$ cat src/rtl/shreg_deser.sv
// shreg_deser: packs a never-stalling serial bit stream into WIDTH-bit words behind a two-entry valid/ready buffer.
// Build option: define SHREG_DESER_MSB_FIRST_EN to pack MSB-first (default is LSB-first).
module shreg_deser #(
  parameter int WIDTH = 8
) (
  input  logic             clk,
  input  logic             r,
  input  logic             i,
  input  logic             i_valid,
  output logic [WIDTH-1:0] q,
  output logic             q_valid,
  input  logic             q_ready,
  output logic             overflow
);

  localparam int CW = $clog2(WIDTH);
  localparam logic [CW-1:0] LAST = CW'(WIDTH - 1);

  typedef enum logic [1:0] {
    EMPTY,
    ONE,
    TWO
  } buf_state_t;

  buf_state_t       state;
  logic [CW-1:0]    cnt;
  logic [WIDTH-1:0] sr;
  logic [WIDTH-1:0] hold;
  logic [WIDTH-1:0] word;
  logic             complete;
  logic             pop;

  // word is the shift register as it will look after this edge's bit lands
  always_comb begin
`ifdef SHREG_DESER_MSB_FIRST_EN
    word = {sr[WIDTH-2:0], i};
`else
    word = {i, sr[WIDTH-1:1]};
`endif
    complete = i_valid && (cnt == LAST);
    pop      = q_valid && q_ready;
  end

  // q is the output slot itself, so every output comes straight from a flop
  always_ff @(posedge clk or posedge r) begin
    if (r) begin
      state    <= EMPTY;
      cnt      <= '0;
      sr       <= '0;
      hold     <= '0;
      q        <= '0;
      q_valid  <= 1'b0;
      overflow <= 1'b0;
    end else begin
      if (i_valid) begin
        sr  <= word;
        cnt <= complete ? '0 : cnt + CW'(1);
      end
      case (state)
        EMPTY: begin
          if (complete) begin
            q       <= word;
            q_valid <= 1'b1;
            state   <= ONE;
          end
        end
        ONE: begin
          if (complete && pop) begin
            q <= word;
          end else if (complete) begin
            hold  <= word;
            state <= TWO;
          end else if (pop) begin
            q_valid <= 1'b0;
            state   <= EMPTY;
          end
        end
        TWO: begin
          // a pop frees a slot in time for a word finishing on the same edge
          if (pop) begin
            q <= hold;
            if (complete) begin
              hold <= word;
            end else begin
              state <= ONE;
            end
          end else if (complete) begin
            overflow <= 1'b1;
          end
        end
        default: begin
          state   <= EMPTY;
          q_valid <= 1'b0;
        end
      endcase
    end
  end

endmodule

$ cat config.mk
export PLATFORM = sky130hd
export DESIGN_NAME = shreg_deser
export DESIGN_NICKNAME = d
export VERILOG_FILES = /design/src/rtl/shreg_deser.sv
export SDC_FILE = /design/constraint.sdc
export NUM_CORES = 1
export LEC_CHECK = 0
export ABC_AREA = 0
export CELL_PAD_IN_SITES_DETAIL_PLACEMENT = 1
export CELL_PAD_IN_SITES_GLOBAL_PLACEMENT = 1
export CORE_UTILIZATION = 35
export DETAILED_ROUTE_END_ITERATION = 8
export DONT_BUFFER_PORTS = 1
export PLACE_DENSITY_LB_ADDON = 0.1
export SYNTH_ARGS = -nofsm -noshare
export SYNTH_HDL_FRONTEND = slang
export SYNTH_SLANG_ARGS = --single-unit
$ cat constraint.sdc
create_clock -name clk -period 2.95 [get_ports clk]
set_clock_uncertainty 0.2 [all_clocks]
set_input_delay 0.1475 -clock clk [delete_from_list [all_inputs] [get_ports clk]]
set_output_delay 0.1475 -clock clk [all_outputs]
set_load 0.005 [all_outputs]
==> flow_results.org, run 1 <==
** Pwr
- Clock power frac :: a little over a third
- For this design the ratio of total power to cell area is 614 mW/mm².
- IR Drop Worst-Case VDD :: between 0.2 and 0.25 mV
- Per report_power, the sequential group accounts for a little over half of the total.
- Internal power comes to 0.708 mW.
- Overall power consumption after layout is estimated at ~0.95 mW.
- Share of power burned in combinational logic :: 11.1%
- Static Leak :: between 0.7 and 0.8 nW
- NetSw :: around 0.24 mW
- Net switching is roughly a quarter of the power.

** Die
- Placement Rows :: 22
- Starting utilization of the core area :: 36.8%
- The floorplan step defined a core boundary enclosing around 0.0037 mm².
- The floorplan step defined a die boundary enclosing 0.00413 mm².
- I/O pin cnt :: 15
- Die extent in y :: roughly 64 µm
- Width of the die :: 64.3 µm

** Global route
- Number of antenna violations at the first check in global routing :: 0
- Largest net degree at the start of global routing :: 19
- Met1 Usage GRT :: about a fifth
- M3 GR Usage :: under 10%
- Busiest grt layer :: met2
- The total overflow left after global routing is 0.
- GRT Overall Usage :: about 15%
- The first global-routing pass estimated between 4000 and 5000 µm of wire.
- The number of global-route vias before repair is 853.
- Global routing consumed, on the met2 layer, approximately 22% of the routing resources.

** Timing
- Final Worst Setup Slack :: 0.559 ns
- Setup-failing EPs final :: 0
- Period utilization :: 81.0%
- The total count of max-transition violations in the final report came to 0.
- Hold Violations, Final :: 0
- Timing would allow up to 0.418 GHz.
- Setup repair after global routing left no endpoint under its margin.
- Tightest Pin Transition :: ~0.59 ns
- Worst slew margin relative to its limit :: 60.3%
- Subtracting the final worst setup slack from the clock period gives 2.39 ns.
- Final sum of negative setup slack :: 0 ns

** Setup path
- Of all nets on the critical path, the largest fanout is 8.
- WP data required :: roughly 2.9 ns
- Crit path capture type :: flip-flop
- STA puts the critical path data arrival time at around 2.4 ns.
- FF-to-FF Start :: cnt[0]$_DFFE_PP0P_
- By startpoint and endpoint, the worst setup path is classified as flip-flop to flip-flop.
- In this run the worst setup path begins at cnt[0]$_DFFE_PP0P_.
- Termination of the worst setup path :: q[1]$_DFFE_PP0P_
- Kind of start point of the critical path :: flip-flop
- Cell depth of the worst flop-to-flop path :: 6
- Worst reg2reg path endpoint :: q[1]$_DFFE_PP0P_
- R2R Setup Slk :: 0.56 ns

** Synthesis
- Seq/Total Area, Yosys :: 55.3%
- Counting every net in the synthesized netlist gives roughly 100.
- Count of unique library cells instantiated by Yosys :: 26
- Syn_area_per_cell :: between 10 and 15 µm²
- Largest area contributor in the synthesized netlist :: dfrtp_1
- In the synthesized netlist the async set-or-reset flop fraction comes to 100%.
- The cell count after synthesis came out at 95.
- Yosys instantiated no cell more often than dfrtp_1.
- By area the synthesized netlist is led by dfrtp_1 55%, mux2_2 13%, mux2_4 8.8%.
- Fraction of post-synthesis cell area in the top cell type by area :: between 50% and 60%
- Top cell types by occurrence after synthesis :: 30 x dfrtp_1, 16 x mux2_2, 9 x mux2_1
- The mapped netlist covers about 0.0014 mm².
- Synthesis-stage register bit count :: 30
- Number of enable flip-flop cells after synthesis :: 0
- Leading register cell type out of synthesis :: dfrtp_1
- Yosys warning total :: 0

** Placed design
- Final weighted congestion of routability-driven global placement :: between 0.7 and 0.8
- Buffers on Ports :: 0
- Detail Placement HPWL :: 1670 µm
- Worst setup slack after placement :: about 0.55 ns

** Final layout
- The filler cells instantiated in the layout total just under 400.
- Core occupancy in the finished layout :: a little over two fifths
- Synth-to-Final Area Change :: 13.5%
- Net count reported at finish :: between 100 and 150
- Cells with a size suffix above 1 make up between 30% and 40% of the layout.
- The number of antenna diodes in the final layout is 0.

** Drt
- In this run the remaining antenna-violating nets after routing total 0.
- Wire per inst :: about 17 µm
- Total iterations of the first detailed-routing run :: 3
- DR vias :: between 700 and 800
- Summed over all layers, the routed wires come to 2570 µm.
- Post-detailed-route via-to-cell ratio :: a little over 5
- In this run, the number of DRC markers left after iteration 0 of detailed routing was 41.
- For this run, design rule violations remaining after detail routing come to 0.

** Clocking
- Cell chosen for the clock root :: clkbuf_8
- Clock insertion delay at the later pin of the skew report :: 0.27 ns
- Count of instances resized after the clock tree is built :: 0
- TritonCTS built the clock tree.
- In this run, CTS created clock tree buffers numbering 5.
- After clock tree synthesis, the clock-pin slew on the worst setup and hold paths is 0.06 ns.
- # clock sinks :: 30
- CTS built an H-tree with a depth of 2.
- Max clock buf depth :: 2

** Run
- Max_cap viols :: 0

** Worst hold path
- Worst hold-check path type :: input port to flip-flop

** Outcome
- The run finished with clean final reports.
[how the worst min path moves through the flow]
stage	end	depth (start not counted)	from
4_1_cts	state[1]$_DFFE_PP0P_	3	i_valid
6_report	q_valid$_DFFE_PP0P_	3	i_valid
5_1_grt	state[1]$_DFFE_PP0P_	3	i_valid
3_5_place_dp	q_valid$_DFFE_PP0P_	1	r
3_3_place_gp	q_valid$_DFFE_PP0P_	1	r
2_1_floorplan	cnt[0]$_DFFE_PP0P_	1	r
[power groups by stage]
stage                     sequential, mW  combinational, mW  clock (mW)
after floorplan                    0.496             0.0845           0
after global placement             0.506             0.0963           0
after detailed placement           0.508             0.0991           0
after CTS                          0.500              0.108       0.354
after global routing               0.508              0.127       0.374
final                              0.499              0.105       0.343
[final cells by class]
| class | count | area [µm²] | area share, % |
|---|---|---|---|
| flip-flops and latches | 30 | 751 | 48.7 |
| well taps | 48 | 60.1 | 3.90 |
| multi-input cells | 60 | 579 | 37.6 |
| clock buffers | 6 | 82.6 | 5.36 |
| repair buffers | 5 | 47.5 | 3.09 |
| inverters | 2 | 7.51 | 0.487 |
| clock inverters | 2 | 12.5 | 0.812 |
[state kept, by name, summed over array words and instances, names as in the netlist]
name      cells
q_valid       1
state         2
sr            7
overflow      1
cnt           3
hold          8
q             8
[timing repair]
item                                   4_1_cts  5_1_grt
hold buffers                                 4        0
setup endpoints to repair                    0        0
buffers inserted                             0        0
endpoints found under the hold margin       27        0
[per-layer routing]
metal / vias up / routed length (µm)
li1: 358 / -
met1: 398 / 1210
met2: 17 / 1180
met3: 5 / 137
met4: 0 / 40
met5: - / 0
[worst max-delay path, cell delays in order, from the launching register on]
cell     delay [ns]
dfrtp_1        0.39
ha_1           0.20
ha_1           0.22
and3b_1        0.22
a31oi_1        0.15
o32a_1         0.54
mux2_4         0.35
[placed cells by master (no fill, tap or decap), types with 2 or more instances in the layout]
cell | synthesis | routed
nor2_1 | 3 | 3
mux2_2 | 16 | 16
a21oi_1 | 3 | 3
dlygate4sd3_1 | 0 | 4
clkbuf_8 | 0 | 6
inv_1 | 2 | 2
mux2_1 | 9 | 9
nand3b_1 | 2 | 2
nand2_1 | 2 | 2
nand3_1 | 2 | 2
mux2_4 | 8 | 8
dfrtp_1 | 30 | 30
ha_1 | 2 | 2
o21ai_1 | 2 | 2
[through the flow]
step	instance area [µm²]	instances	hold WS [ns]
2_1_floorplan	1360	95	0.0383
3_3_place_gp	1410	141	-0.0958
3_5_place_dp	1410	141	-0.0864
4_1_cts	1540	153	0.0518
5_1_grt	1540	153	0.0639
6_report	1540	153	0.0619
[kinds of logic after synthesis]
kind of cell | after synthesis | synth area share (%)
buf+inv | 5 | 2.03
fa+ha+maj | 2 | 1.84
flops | 30 | 55.3
simple gates | 13 | 5.62
compound gates | 12 | 5.62
mux | 33 | 29.6
(Power assumes the default switching activity.)
==> run 2, diff against run 1 <==
Clock period 2.95 ns to 2.1 ns, I/O delays scaled along.
==> run 2 against run 1 <==
Compared with the run above: hold slack got worse by 0.039 ns; register-to-register slack worse by 0.50 ns; first-iteration DRC count down 68%; core utilization grew 2.5 points; global-route usage is 0.57 points higher; fmax increased by 17%; via count rose by 2.7%; non-clock buffer count is 7 higher; largest cell class unchanged.
==> flow_results.org, run 2 (synthesized netlist as in run 1, its figures left out) <==
** Final layout
- At the end of the flow the core is filled with cells to 44.3%.
- Leading cell type in the layout, fill and taps excluded :: dfrtp_1
- For this run, the number of standard cells in the final layout without fillers is 160.
- Largest registers :: hold x8, q x8, sr x7
- Net count reported at finish :: approximately 120
- Cells with a size suffix above 1 make up between 40% and 50% of the layout.
- Most used cells in the layout excluding fill and tap cells :: 30 x dfrtp_1, 16 x mux2_2, 9 x mux2_1
- The number of antenna diodes in the final layout is 0.
- Synth-to-Final Area Change :: 20.4%

** Pwr
- The analysis attributes to cell leakage a power of between 0.7 and 0.8 nW.
- Sw frac :: between 20% and 30%
- Power per Cell Area :: ~880 mW/mm²
- NetSw :: between 0.3 and 0.4 mW
- Sequential power share :: about half
- VDD sags by at most 0.467 mV.
- The clock network burns roughly 39% of the power.
- The internal portion of the total power is 1.10 mW.
- Share of power burned in combinational logic :: a little under an eighth
- Total power draw :: between 1 and 1.5 mW

** Timing
- Worst slew margin relative to its limit :: 58.5%
- Setup-failing EPs final :: 0
- At the pin with the least slew margin, the transition time is approximately 0.62 ns.
- Fin Hold WS :: around 0.023 ns
- Period utilization :: a little over nine tenths
- Setup repair after global routing could not meet its margin everywhere.
- Hold Violations, Final :: 0
- The total count of max-transition violations in the final report came to 0.
- Achievable frequency :: 0.489 GHz
- Final Worst Setup Slack :: approximately 0.056 ns
- Final critical-path required period :: between 2 and 2.5 ns

** Placed design
- Detail Placement HPWL :: 1830 µm
- Buffers on Ports :: 0
- Including well taps, the total number of placed cells is between 100 and 150.
- Worst setup slack after placement :: approximately 0.0047 ns
- At the end of routability-driven placement, the weighted congestion stood at 0.699.

** Die
- Placement Rows :: 22
- DIE AREA :: roughly 0.0041 mm²
- Measured along the x axis, the die boundary spans around 64 µm.
- Once the floorplan was initialized, standard cells occupied a little under two fifths of the core.
- Die extent in y :: 64.3 µm
- The core region is about 0.0037 mm².
- During I/O placement, the number of pins put on the boundary was 15.

** Drt
- DR vias :: around 800
- Total iterations of the first detailed-routing run :: 4
- After detailed routing, the number of remaining DRC violations is 0.
- In this run the remaining antenna-violating nets after routing total 0.
- After detailed routing, the number of vias per cell comes to 4.99.
- Number of violations reported at the end of detailed-routing iteration 0 :: 13
- The final layout contains routed wiring with a total length of between 2000 and 3000 µm.
- After detailed routing, the average wire length per cell comes to about 16 µm.

** Global route
- Largest net degree at the start of global routing :: 18
- Number of antenna violations at the first check in global routing :: 0
- In the global route stage, overall resource usage came out at 15.3%.
- The number of global-route vias before repair came to 905.
- The first global-routing pass estimated between 4000 and 5000 µm of wire.
- Congestion Overflow GR :: 0

** Clocking
- Max clock buf depth :: 2
- # clock sinks :: 30
- TritonCTS built the clock tree.
- Buffers inserted during clock tree synthesis total 5.
- In this run the post-CTS setup repair buffer count came out at 0.
- In this run the number of H-tree levels came out at 2.
- Clock-pin slew was measured on the worst setup and hold paths at 0.07 ns.
- The tree is rooted in a clkbuf_8.
- Clock latency on the worst-skew pair, taken at its later pin, is about 0.28 ns.

** Setup path
- STA classifies the critical path startpoint as a flip-flop.
- At the worst endpoint, the required time is approximately 2.1 ns.
- The worst setup path is of the flip-flop to flip-flop kind.
- In this run the worst path has a maximum fanout of 5.
- Crit path capture type :: flip-flop
- Arr. time, crit path :: 2.01 ns

** Worst hold path
- The path class of the tightest hold or removal check is input port to flip-flop.

** Outcome
- The flow ran to the end, and the final reports show no timing, DRC or antenna violations.

** Run
- Max_cap viols :: 0
-- run 2: cell count changes in the layout (fill, tap and decap cells not counted), sizes merged --
cell / previous run / this run
buf: 1 / 8
bufinv: 0 / 1
clkbuf: 6 / 5
clkinv: 1 / 2
clkinvlp: 1 / 0
-- run 2: layout make-up --
cell class | count | area (µm²)
fill | 387 | 2050
tap | 48 | 60.1
inverter | 2 | 7.51
multi-input combinational | 60 | 587
clock inverter | 3 | 40.0
clock buffer | 5 | 68.8
sequential | 30 | 751
timing repair buffer | 12 | 120
-- run 2: critical path, stage by stage (launching register included) --
cell and delay, ns:
dfrtp_1 0.39, ha_2 0.18, ha_2 0.17, and3b_1 0.18, a31oi_1 0.15, o32a_1 0.22, buf_6 0.15, mux2_4 0.30
-- run 2: power by group through the flow --
stage	Clock [mW]	Sequential [mW]	Combinational (mW)
after global routing	0.607	0.715	0.202
final	0.561	0.702	0.171
after detailed placement	0	0.714	0.158
after global placement	0	0.709	0.146
after CTS	0.581	0.702	0.171
after floorplan	0	0.696	0.119
-- run 2: path summary, 6_finish.rpt --
path,cells past startpoint,from,endpoint,slack [ns]
max in group asynchronous,3,r,q[2]$_DFFE_PP0P_,1.05
min in group asynchronous,2,r,overflow$_DFFE_PP0P_,0.14
max reg2reg,7,cnt[0]$_DFFE_PP0P_,q[5]$_DFFE_PP0P_,0.06
max,7,cnt[0]$_DFFE_PP0P_,q[5]$_DFFE_PP0P_,0.06
min reg2reg,1,hold[5]$_DFFE_PP0P_,hold[5]$_DFFE_PP0P_,0.28
min,3,i_valid,hold[7]$_DFFE_PP0P_,0.02
-- run 2: what timing repair did --
item | CTS | global route
gates resized for setup | 0 | 5
pin swaps | 1 | 3
endpoints found under the hold margin | 29 | 0
setup endpoints to repair | 1 | 8
hold buffers | 4 | 0
-- run 2: per-layer routing --
layer  vias up  GRT usage [%]  share of wire, %
li1        369              -                 -
met1       407           19.7                46
met2        16           23.0                47
met3         7           5.18               4.8
met4         0           6.67               2.0
met5         -              0                 0
-- run 2: metrics by stage --
step	TNS [ns]	cell area [µm²]
floorplan	0	1360
global placement	0	1470
detailed placement	0	1470
CTS	0	1620
global route	-0.204	1630
finish	0	1630
